[src/rtl/sram_req_arbiter.sv]
// sram_req_arbiter: shares one sram-like downstream port between the inst
// requester (port 0) and the data requester (port 1). It tracks accepted
// transactions in an in-order outstanding FIFO, routes each response back to
// its owner, and stalls reads that hit an outstanding write.
// Optional feature: define ARB_ROUND_ROBIN_EN for round-robin arbitration.
// The default build uses fixed data-over-inst priority.
module sram_req_arbiter #(
  parameter int unsigned OT_DEPTH = 4,
  parameter int unsigned PTR_W    = $clog2(OT_DEPTH)
) (
  input  logic             aclk,
  input  logic             aresetn,
  input  logic             inst_req,
  input  logic             inst_wr,
  input  logic [1:0]       inst_size,
  input  logic [3:0]       inst_wstrb,
  input  logic [31:0]      inst_addr,
  input  logic [31:0]      inst_wdata,
  output logic             inst_addr_ok,
  output logic             inst_data_ok,
  output logic [31:0]      inst_rdata,
  input  logic             data_req,
  input  logic             data_wr,
  input  logic [1:0]       data_size,
  input  logic [3:0]       data_wstrb,
  input  logic [31:0]      data_addr,
  input  logic [31:0]      data_wdata,
  output logic             data_addr_ok,
  output logic             data_data_ok,
  output logic [31:0]      data_rdata,
  output logic             m_req,
  output logic             m_wr,
  output logic [1:0]       m_size,
  output logic [3:0]       m_wstrb,
  output logic [31:0]      m_addr,
  output logic [31:0]      m_wdata,
  input  logic             m_addr_ok,
  input  logic             m_data_ok,
  input  logic [31:0]      m_rdata,
  output logic [PTR_W:0]   ot_count,
  output logic             err_unexpected
);

  localparam int unsigned CNT_W  = PTR_W + 1;
  localparam int unsigned WORD_W = 30;

  typedef enum logic [1:0] {IDLE, LOCK_INST, LOCK_DATA} state_e;

  state_e              state_q, state_d;
  logic [PTR_W-1:0]    rd_ptr_q, rd_ptr_d;
  logic [PTR_W-1:0]    wr_ptr_q, wr_ptr_d;
  logic [CNT_W-1:0]    count_q, count_d;
  logic                err_q, err_d;
  logic [31:0]         inst_rdata_q, inst_rdata_d;
  logic [31:0]         data_rdata_q, data_rdata_d;
  logic [OT_DEPTH-1:0] fifo_owner_q, fifo_owner_d;
  logic [OT_DEPTH-1:0] fifo_wr_q, fifo_wr_d;
  logic [WORD_W-1:0]   fifo_word_q [OT_DEPTH];
  logic [WORD_W-1:0]   fifo_word_d [OT_DEPTH];
`ifdef ARB_ROUND_ROBIN_EN
  logic                rr_data_q, rr_data_d;
`endif

  logic [OT_DEPTH-1:0] ent_valid;
  logic                full, empty;
  logic                inst_hit, data_hit;
  logic                inst_elig, data_elig;
  logic                win_inst, win_data;
  logic                hs, push, pop, unexpected, head_owner;

  assign full       = (count_q == CNT_W'(OT_DEPTH));
  assign empty      = (count_q == '0);
  assign head_owner = fifo_owner_q[rd_ptr_q];

  // Mark FIFO slots that currently hold an outstanding transaction
  always_comb begin
    logic [PTR_W-1:0] off;
    off       = '0;
    ent_valid = '0;
    for (int i = 0; i < OT_DEPTH; i++) begin
      off          = PTR_W'(i) - rd_ptr_q;
      ent_valid[i] = ({1'b0, off} < count_q);
    end
  end

  // Read-after-write hazard: the requested word matches an outstanding write
  always_comb begin
    inst_hit = 1'b0;
    data_hit = 1'b0;
    for (int i = 0; i < OT_DEPTH; i++) begin
      if (ent_valid[i] && fifo_wr_q[i]) begin
        if (fifo_word_q[i] == inst_addr[31:2]) inst_hit = 1'b1;
        if (fifo_word_q[i] == data_addr[31:2]) data_hit = 1'b1;
      end
    end
  end

  assign inst_elig = inst_req & ~full & ~(~inst_wr & inst_hit);
  assign data_elig = data_req & ~full & ~(~data_wr & data_hit);

  // Grant FSM next state and winner selection
  always_comb begin
    state_d  = state_q;
    win_inst = 1'b0;
    win_data = 1'b0;
    unique case (state_q)
      IDLE: begin
`ifdef ARB_ROUND_ROBIN_EN
        if (inst_elig && data_elig) begin
          win_data = rr_data_q;
          win_inst = ~rr_data_q;
        end else begin
          win_data = data_elig;
          win_inst = inst_elig;
        end
`else
        win_data = data_elig;
        win_inst = inst_elig & ~data_elig;
`endif
        if (win_data && !m_addr_ok)      state_d = LOCK_DATA;
        else if (win_inst && !m_addr_ok) state_d = LOCK_INST;
      end
      LOCK_INST: begin
        if (!inst_req) begin
          state_d = IDLE;
        end else begin
          win_inst = 1'b1;
          if (m_addr_ok) state_d = IDLE;
        end
      end
      LOCK_DATA: begin
        if (!data_req) begin
          state_d = IDLE;
        end else begin
          win_data = 1'b1;
          if (m_addr_ok) state_d = IDLE;
        end
      end
      default: state_d = IDLE;
    endcase
    if (!aresetn) begin
      win_inst = 1'b0;
      win_data = 1'b0;
    end
  end

  // Downstream mux: zero-latency pass-through of the winner's fields
  assign m_req   = win_inst | win_data;
  assign m_wr    = win_data ? data_wr    : (win_inst ? inst_wr    : 1'b0);
  assign m_size  = win_data ? data_size  : (win_inst ? inst_size  : '0);
  assign m_wstrb = win_data ? data_wstrb : (win_inst ? inst_wstrb : '0);
  assign m_addr  = win_data ? data_addr  : (win_inst ? inst_addr  : '0);
  assign m_wdata = win_data ? data_wdata : (win_inst ? inst_wdata : '0);

  assign hs           = m_req & m_addr_ok;
  assign push         = hs;
  assign inst_addr_ok = hs & win_inst;
  assign data_addr_ok = hs & win_data;

  assign pop          = aresetn & m_data_ok & ~empty;
  assign unexpected   = aresetn & m_data_ok & empty;
  assign inst_data_ok = pop & ~head_owner;
  assign data_data_ok = pop & head_owner;
  assign inst_rdata   = inst_data_ok ? m_rdata : inst_rdata_q;
  assign data_rdata   = data_data_ok ? m_rdata : data_rdata_q;

  assign ot_count       = count_q;
  assign err_unexpected = err_q;

  // FIFO push/pop, counters, sticky error and held read data
  always_comb begin
    fifo_owner_d = fifo_owner_q;
    fifo_wr_d    = fifo_wr_q;
    fifo_word_d  = fifo_word_q;
    wr_ptr_d     = wr_ptr_q;
    rd_ptr_d     = rd_ptr_q;
    if (push) begin
      fifo_owner_d[wr_ptr_q] = win_data;
      fifo_wr_d[wr_ptr_q]    = m_wr;
      fifo_word_d[wr_ptr_q]  = m_addr[31:2];
      wr_ptr_d               = wr_ptr_q + PTR_W'(1);
    end
    if (pop) rd_ptr_d = rd_ptr_q + PTR_W'(1);
    count_d      = count_q + CNT_W'(push) - CNT_W'(pop);
    err_d        = err_q | unexpected;
    inst_rdata_d = inst_rdata;
    data_rdata_d = data_rdata;
  end

`ifdef ARB_ROUND_ROBIN_EN
  // After a completed handshake the other requester gets preference
  always_comb begin
    rr_data_d = rr_data_q;
    if (hs) rr_data_d = win_inst;
  end
`endif

  // Control state with synchronous active-low reset
  always_ff @(posedge aclk) begin
    if (!aresetn) begin
      state_q      <= IDLE;
      rd_ptr_q     <= '0;
      wr_ptr_q     <= '0;
      count_q      <= '0;
      err_q        <= 1'b0;
      inst_rdata_q <= '0;
      data_rdata_q <= '0;
`ifdef ARB_ROUND_ROBIN_EN
      rr_data_q    <= 1'b0;
`endif
    end else begin
      state_q      <= state_d;
      rd_ptr_q     <= rd_ptr_d;
      wr_ptr_q     <= wr_ptr_d;
      count_q      <= count_d;
      err_q        <= err_d;
      inst_rdata_q <= inst_rdata_d;
      data_rdata_q <= data_rdata_d;
`ifdef ARB_ROUND_ROBIN_EN
      rr_data_q    <= rr_data_d;
`endif
    end
  end

  // FIFO payload storage; validity comes from the pointers and count
  always_ff @(posedge aclk) begin
    fifo_owner_q <= fifo_owner_d;
    fifo_wr_q    <= fifo_wr_d;
    fifo_word_q  <= fifo_word_d;
  end

endmodule
[config.mk]
export PLATFORM = sky130hd
export DESIGN_NAME = sram_req_arbiter
export DESIGN_NICKNAME = d
export VERILOG_FILES = /design/src/rtl/sram_req_arbiter.sv
export SDC_FILE = /design/constraint.sdc
export NUM_CORES = 1
export LEC_CHECK = 0
export ABC_AREA = 1
export ABC_CLOCK_PERIOD_IN_PS = 5160
export BUFFER_PORTS_ARGS = -buffer_cell sky130_fd_sc_hd__buf_2
export CORE_AREA = 2 2 151 153
export DETAILED_ROUTE_END_ITERATION = 10
export DIE_AREA = 0 0 153 155
export GPL_TIMING_DRIVEN = 0
export PLACE_DENSITY = 0.85
export SKIP_CTS_REPAIR_TIMING = 1
export SLEW_MARGIN = 25
export SYNTH_ARGS = -nofsm -noshare
export SYNTH_HDL_FRONTEND = slang
export SYNTH_SLANG_ARGS = --single-unit
[constraint.sdc]
create_clock -name aclk -period 5.16 [get_ports aclk]
set_input_delay 1.032 -clock aclk [delete_from_list [all_inputs] [get_ports aclk]]
set_output_delay 1.032 -clock aclk [all_outputs]
set_load 0.05 [all_outputs]
# == After elaboration in Yosys (flattened, before gate mapping) ==
# Index checks and enable logic that the tools add are counted.
# totals
inputBits,180
output_inout_bits,144
word_cells,128
reg_bits,202
# op_classes
add_sub_neg,8
eq_ne,12
reduce_logical,11
n_lt_le_gt_ge,9
muxes,49
n_bitwise,26
# op_table
cell,count
$eq 30x30->1,8
$mux 32,6
$bwmux 120,1
$demux 30 s2,1
$mux 30,1
$mux 1,24
$and 1x1->1,15
$mux 2,7
$lt 2x3->1,4
$bwmux 4,2
$logic_and 1x1->1,8
$mux 4,2
$not 1->1,8
$lt 2x3->1 const B,2
$pmux 2 s3,1
$add 2x1->2 const B,2
$pmux 1 s2,2
$sub 1x2->2 const A,2
$sub 2x2->2 const A,2
$add 3x1->3,1
$eq 3x3->1 const B,1
$ge 3x3->1 const B,1
$logic_not 3->1,1
$lt 3x1->1 const B,1
other kinds (11),12

# == Logic depth before layout (Yosys ltp) ==
# Gate-level depths: netlist of run 1.
# logic_depth
depth_word,21
depth_mapped,26
mapped_depth_nobuf,25

# == Worst setup path after synthesis of run 1 ==
# OpenSTA, ideal clock, no wires.
# synth_path
kind,reg2reg
startpoint,"register count_q[1], in the netlist ot_count[1]"
endpoint,register fifo_owner_q[0] (enable)
path_stages_with_launch,17
arrival_time_ps,3976
path_slack_ps,763
setup_ps,421
path_buffers,0
synth_period_minus_slack_ps,4397
required_time_ps,4739
path_cell_list,dfxtp_1 > inv_1 > ha_1 > inv_1 > a21oi_1 > o21a_1 > nand3_1 > nor2_1 > nor2_1 > nand2_1 > a21oi_1 > nand3_2 > nand2_4 > nand2_2 > nand2_2 > nand2_2 > nor2_1
# synth_via
elab_chain_len,18
elab_cells_between_ends,40
classes_between,order compare: 4; eq/ne: 1; mux: 18; bitwise: 13; reduce/logical: 4
# synth_lines
element,line,source
"start, declared",52,"logic [CNT_W-1:0] count_q, count_d;"
"start signal, assigned",215,count_q <= count_d;
$lt 2x3->1,82,"ent_valid[i] = ({1'b0, off} < count_q);"
$logic_and 1x1->1,91,if (ent_valid[i] && fifo_wr_q[i]) begin
$mux 1,91,
$mux 1,93,if (fifo_word_q[i] == data_addr[31:2]) data_hit = 1'b1;
$mux 1,91,
$mux 1,93,
$mux 1,91,
$mux 1,93,
[... 3 more ...],n/a,
$and 1x1->1,99,assign data_elig = data_req & ~full & ~(~data_wr & data_hit);
$not 1->1,118,win_inst = inst_elig & ~data_elig;
$and 1x1->1,118,
$pmux 1 s2,106,unique case (state_q)
$mux 1,141,if (!aresetn) begin
$or 1x1->1 *,148,assign m_req = win_inst | win_data;
via m_req,31,"output logic m_req,"
$and 1x1->1 *,155,assign hs = m_req & m_addr_ok;
"end signal, assigned",227,fifo_owner_q <= fifo_owner_d;
"end, declared",56,"logic [OT_DEPTH-1:0] fifo_owner_q, fifo_owner_d;"
# The timed path passes the listed nets; every way through them passes the cells marked *.
# A chain may end at the register's enable or synchronous reset.

# == Worst setup path after layout of run 1 ==
# layout_path
startpoint,register rd_ptr_q[0]
endpoint,output m_addr[6]
# layout_via
elab_chain_len,19
elab_cells_between_ends,40
classes_between,add/sub: 4; order compare: 4; mux: 20; bitwise: 8; reduce/logical: 4
# layout_lines
element,line,source
"start, declared",50,"logic [PTR_W-1:0] rd_ptr_q, rd_ptr_d;"
"start signal, assigned",213,rd_ptr_q <= rd_ptr_d;
$sub 1x2->2,81,off = PTR_W'(i) - rd_ptr_q;
$lt 2x3->1,82,
$logic_and 1x1->1,91,
$mux 1,91,
$mux 1,93,
$mux 1,91,
$mux 1,93,
$mux 1,91,
[... 3 more ...],n/a,
$not 1->1,99,
$and 1x1->1,99,
$not 1->1,118,
$and 1x1->1,118,
$pmux 1 s2,106,
$mux 1,141,
$mux 32,152,assign m_addr = win_data ? data_addr : (win_inst ? inst_addr : '0);
$mux 32 *,152,
"end, declared",35,"output logic [31:0] m_addr,"
# Every way passes the cells marked *; elsewhere a longest branch is shown, timed or not.

==> run metrics, run 1 <==
Synth Area per Inst 7.47 sq um; CP Capture Type output port; leak pwr 7.86 nW; wire length of the first global-routing pass 59800 um; GPL Wtd Cong 0.989; vias in the first global route 11227; pin count of the biggest net entering global routing 21; root buffer cell clkbuf_16; Tcrit/Tclk final 96.5%; worst relative slew slack 56.7%; CTS Buf Count 22; min setup slack post-route 0.178 ns; Initial DRT Pass Iterations 5; met1 Use GR 39.6%; CTS H-Tree Depth 1; peak supply drop 0.447 mV; total detailed-routing wirelength 40100 um; layout cells sized above 1 25.2%; Via density 5.37; Final Max Slew Viols 0; area leader, netlist edfxtp_1; min cycle time layout 4.98 ns; All-Layer GR Usage 32.4%; synthesized net count 1773; Synth Register Bits 202; initial antenna violation count 2; worst-path fanout max 10; Setup Skew 0.0194 ns; setup violators final 0; worst setup path end m_addr[6]; GRT met3 Usage 4.62%; sequential-to-total area share from yosys stat 45.1%; synth warn 0; Cell Area, Synth 11800 sq um; r2r setup slk 1.11 ns; Core Box Area 22200 sq um; Avg WL per Cell 18.1 um; clock insertion delay at the later pin of the skew report 0.52 ns; fmax 0.201 GHz; synthesized instance count 1582; Area growth, synth to finish 23.4%; Critical Path AT 3.95 ns; post-synth cell types 31; pre-CTS setup slack 0.292 ns; Area contributors post-synth edfxtp_1, nand2_1, dfxtp_1; Worst-path clk slew 0.06 ns; DRT iter0 DRCs 1275; Crit. Startpoint rd_ptr_q[0]; Vias 11927; Nets 2106; Ports 324; Die Height 155 um; worst endpoint required time 4.13 ns; port bufs 305; Layout Utilization 65.6%; HP Class reg -> reg; Congestion Overflow GR 0; grt met2 use 56.2%; fillers 1801; row count 55; DP HPWL 30900 um; Worst Path Class, Setup reg -> out; GRT busiest layer met2; Routed Antenna Nets 0; r2r startpoint rd_ptr_q[0]; status completed; total negative slack 0 ns; clock sink total 202; die footprint 23700 sq um; Starting Density 53.2%; Chip Width 153 um; DRC viols 0; Worst setup SP type flip-flop; Synth top area share 32.5%; # Max-Cap Violations 0; Power Dens Cells 433 nW/um^2; RR Endpoint ot_count[2]; Fin. Hold Viols 0; Max Buffers Root-to-Sink 3; worst hold start err_unexpected; reg2reg path depth 25; unrepaired setup endpoints after global routing false; CTS tree done; Worst Tran Pin Value 0.647 ns
area by class of cell:
| cell class | count | area, sq um | area share, % |
|---|---|---|---|
| antenna | 4 | 10.0 | 0.0686 |
| clock buffer | 29 | 618 | 4.24 |
| multi-input combinational | 1114 | 5500 | 37.7 |
| buffer | 57 | 269 | 1.84 |
| tap | 285 | 357 | 2.44 |
| sequential | 202 | 5330 | 36.5 |
| clock inverter | 11 | 93.8 | 0.643 |
| inverter | 209 | 785 | 5.38 |
| timing repair buffer | 309 | 1630 | 11.2 |
kinds of logic (layout without fill, tap and decap cells):
kind of cell / count (synthesis) / count (layout) / synth area share [%]
AO/OA/AOI/OAI: 167 / 167 / 7.95
XOR/XNOR: 115 / 115 / 8.52
adder cells (fa/ha/maj): 11 / 11 / 1.23
buffers and inverters: 266 / 615 / 8.89
flip-flops: 202 / 202 / 45.1
other: 0 / 4 / 0
AND/OR/NAND/NOR: 821 / 821 / 28.4
worst max-delay path: stages (launching register included):
cell     delay [ns]
dfxtp_1        0.29
buf_2          0.16
inv_1          0.10
nand2_1        0.07
nand2_1        0.12
inv_1          0.08
ha_1           0.27
nand2_1        0.07
o211a_1        0.28
nand3_1        0.10
nor2_1         0.04
nor2_1         0.11
nand2_1        0.13
a21oi_1        0.23
nand3_2        0.12
nand2_4        0.13
nand2_2        0.10
buf_2          0.27
o22ai_1        0.41
buf_2          0.36
cell usage in the layout, fill, tap and decap left out, types with 21 or more instances in the layout:
cell type  netlist  final
nand2_1        457    457
buf_2           29    331
nor2_1         232    228
inv_1          191    191
edfxtp_1       128    128
o21ai_0        105    105
xor2_1          91     91
dfxtp_1         74     74
or2_2           64     64
nand3_1         56     56
clkbuf_1        24     28
xnor2_1         24     24
clkbuf_16        0     23
o21ai_1         22     21
routing by layer:
layer	wire length, um	part of all wire, %	vias to the layer above
met4	2150	5.4	0
met1	14500	36	5471
met5	0	0	-
met2	19400	48	740
li1	-	-	5591
met3	3990	10	125
worst min path at each step:
stage	slack, ns	to	depth (start not counted)
after detailed placement	0.46	err_unexpected	2
after floorplan	0.50	wr_ptr_q[1]	2
final	0.47	err_unexpected	2
after global routing	0.54	err_unexpected	2
after CTS	0.48	err_unexpected	2
after global placement	0.44	err_unexpected	2
synthesized netlist by cell type, drive strengths merged:
cell	count
nand3	57
o22ai	22
nor2	233
dfxtp	74
buf	32
o21ai	127
fa	1
o21a	2
inv	209
edfxtp	128
o211a	1
xnor2	24
nand2	463
a21oi	14
nand4	4
or2	64
ha	10
clkbuf	25
xor2	91
o21bai	1
registers in the layout, indices dropped and copies added, names as in the netlist:
name / count
err_unexpected: 1
inst_rdata_q: 32
state_q: 2
data_rdata_q: 32
fifo_wr_q: 4
fifo_owner_q: 4
fifo_word_q: 120
wr_ptr_q: 2
ot_count: 3
rd_ptr_q: 2
through the flow:
| step | power [W] | hold WS [ns] | cell area (sq um) | instances |
|---|---|---|---|---|
| 6_report | 0.00632 | 0.468 | 14600 | 2220 |
| 5_1_grt | 0.00655 | 0.538 | 14600 | 2218 |
| 4_1_cts | 0.00629 | 0.478 | 14500 | 2216 |
| 3_5_place_dp | 0.00473 | 0.462 | 13800 | 2176 |
| 3_3_place_gp | 0.00466 | 0.437 | 13700 | 2172 |
| 2_1_floorplan | 0.00397 | 0.503 | 11800 | 1582 |
report_power, final:
part	total, W	internal [W]	switching [W]
registers	0.00200	0.00193	0.0000762
clock network	0.00157	0.000898	0.000667
logic	0.00275	0.000669	0.00208
total	0.00632	0.00349	0.00283
Note: power is estimated with default switching activity, not from simulation.
==> inputs of run 2 (changes only) <==
PLACE_DENSITY = default   (was 0.85)
PLACE_DENSITY_LB_ADDON = 0.3   (was default)
==> run 2 against run 1 <==
Hold slack gained 0.021 ns. Die area is the same. Global-route usage grew 0.55 points. Largest cell class unchanged. Largest power group unchanged. Flip-flop and latch count is the same. Clock skew grew 0.00082 ns. Highest routed layer is now met5. Maximum frequency grew 0.87%. Count of clock-buffer cells in the layout grew 4. Clock power is essentially flat.
==> run metrics, run 2 (synthesis results as in run 1) <==
Core Box Area 22200 sq um (unchanged); min setup slack post-route 0.221 ns (was 0.178 ns); Vias 11602 (was 11927); Worst-path clk slew 0.06 ns (about the same); CTS H-Tree Depth 1 (unchanged); Placed Cells 2177 (was 2176); Setup Skew 0.0203 ns (was 0.0194 ns); leak pwr 7.88 nW (was 7.86 nW); CTS Buf Count 22 (unchanged); Nets 2107 (was 2106); HP Class reg -> reg (unchanged); status completed (unchanged); wire length of the first global-routing pass 60100 um (was 59800 um); row count 55 (unchanged); Area growth, synth to finish 23.7% (was 23.4%); Fin. Hold Viols 0 (unchanged); root buffer cell clkbuf_16 (unchanged); Worst Tran Pin Value 0.676 ns (was 0.647 ns); Starting Density 53.2% (unchanged); Ports 324 (unchanged); Final Max Slew Viols 0 (unchanged); worst endpoint required time 4.13 ns (about the same); Tcrit/Tclk final 95.7% (was 96.5%); Crit. Startpoint data_addr[31] (was rd_ptr_q[0]); Routed Antenna Nets 0 (unchanged); most frequent cells in the layout nand2_1, buf_2, nor2_1 (unchanged); Non-Filler Instances 2217 (was 2220); port bufs 305 (unchanged); max reg flops 120 (unchanged); total detailed-routing wirelength 40400 um (was 40100 um); worst hold slack 0.488 ns (was 0.468 ns); Via density 5.23 (was 5.37); clock sink total 202 (unchanged); Power Total 0.00633 W (was 0.00632 W); worst relative slew slack 54.8% (was 56.7%); worst-path fanout max 10 (unchanged); biggest regs fifo_word_q (120), data_rdata_q (32), inst_rdata_q (32) (unchanged); pre-CTS setup slack 0.265 ns (was 0.292 ns); Congestion Overflow GR 0 (unchanged); Worst setup SP type input pin (was flip-flop); unrepaired setup endpoints after global routing false (unchanged); layout cells sized above 1 25.0% (was 25.2%); fmax 0.202 GHz (was 0.201 GHz); CTS tree done (unchanged); Initial DRT Pass Iterations 5 (unchanged); r2r setup slk 1.26 ns (was 1.11 ns); Die Height 155 um (unchanged); DP HPWL 31900 um (was 30900 um); peak supply drop 0.388 mV (was 0.447 mV); CP Capture Type output port (unchanged); Max Buffers Root-to-Sink 3 (unchanged); die footprint 23700 sq um (unchanged); # Max-Cap Violations 0 (unchanged); Avg WL per Cell 18.2 um (was 18.1 um); clock insertion delay at the later pin of the skew report 0.52 ns (about the same); Power Dens Cells 433 nW/um^2 (about the same); most common cell after layout, fill and taps aside nand2_1 (unchanged); Biggest register fifo_word_q (unchanged); Critical Path AT 3.91 ns (was 3.95 ns); pin count of the biggest net entering global routing 18 (was 21); initial antenna violation count 3 (was 2); min cycle time layout 4.94 ns (was 4.98 ns); DRT iter0 DRCs 1075 (was 1275); Chip Width 153 um (unchanged); GPL Wtd Cong 0.936 (was 0.989); setup violators final 0 (unchanged); Worst Path Class, Setup in -> out (was reg -> out); All-Layer GR Usage 32.9% (was 32.4%); fillers 1969 (was 1801); worst hold start err_unexpected (unchanged); DRC viols 0 (unchanged); r2r startpoint rd_ptr_q[0] (unchanged); vias in the first global route 11149 (was 11227)
[run 2: stage by stage]
stage / setup TNS, ns / cell area, sq um / util (%)
detailed placement: 0 / 13900 / 62.4
finish: 0 / 14600 / 65.8
CTS: 0 / 14600 / 65.7
global route: 0 / 14600 / 65.8
floorplan: 0 / 11800 / -
global placement: -104.65 / 13700 / 61.6
[run 2: report_power, final]
| part | internal (W) | leakage [nW] | switching, W |
|---|---|---|---|
| combinational | 0.000673 | 5.74 | 0.00207 |
| clock | 0.000941 | 0.363 | 0.000649 |
| sequential | 0.00193 | 1.78 | 0.0000732 |
[run 2: routing by layer]
| layer | share of wire, % | global-route usage, % | wire length, um |
|---|---|---|---|
| met5 | 0.074 | 0 | 30 |
| met4 | 4.7 | 14.4 | 1900 |
| met3 | 8.9 | 6.07 | 3610 |
| met2 | 48 | 56.9 | 19500 |
| met1 | 38 | 40.4 | 15300 |
[run 2: cell type report]
class                           instances  area, sq um  share of cell area (%)
Buffer                                 57          269                    1.84
Tap cell                              285          357                    2.44
Antenna cell                            1         2.50                  0.0171
Inverter                              209          785                    5.36
Clock buffer                           33          664                    4.54
Multi-Input combinational cell       1114         5480                    37.5
Timing Repair Buffer                  310         1670                    11.4
Clock inverter                          6         68.8                   0.471
Sequential cell                       202         5330                    36.4
[run 2: final timing paths]
kind	endpoint	cells past startpoint
setup / recovery	m_addr[13]	17
hold / removal	err_unexpected	2
setup reg to reg	ot_count[2]	25
hold reg to reg	err_unexpected	2
[run 2: worst max-delay path: stages]
cell and delay (ns):
buf_2 0.15, xor2_1 0.19, nor2_1 0.24, nand2_1 0.12, nor2_1 0.13, nand2_1 0.13
nor2_1 0.13, nor2_1 0.05, nand2_1 0.13, nand2_1 0.08, nand2_2 0.11, nand3_2 0.10
nand2_4 0.12, nand2_2 0.09, buf_2 0.26, o22ai_1 0.44, buf_2 0.38
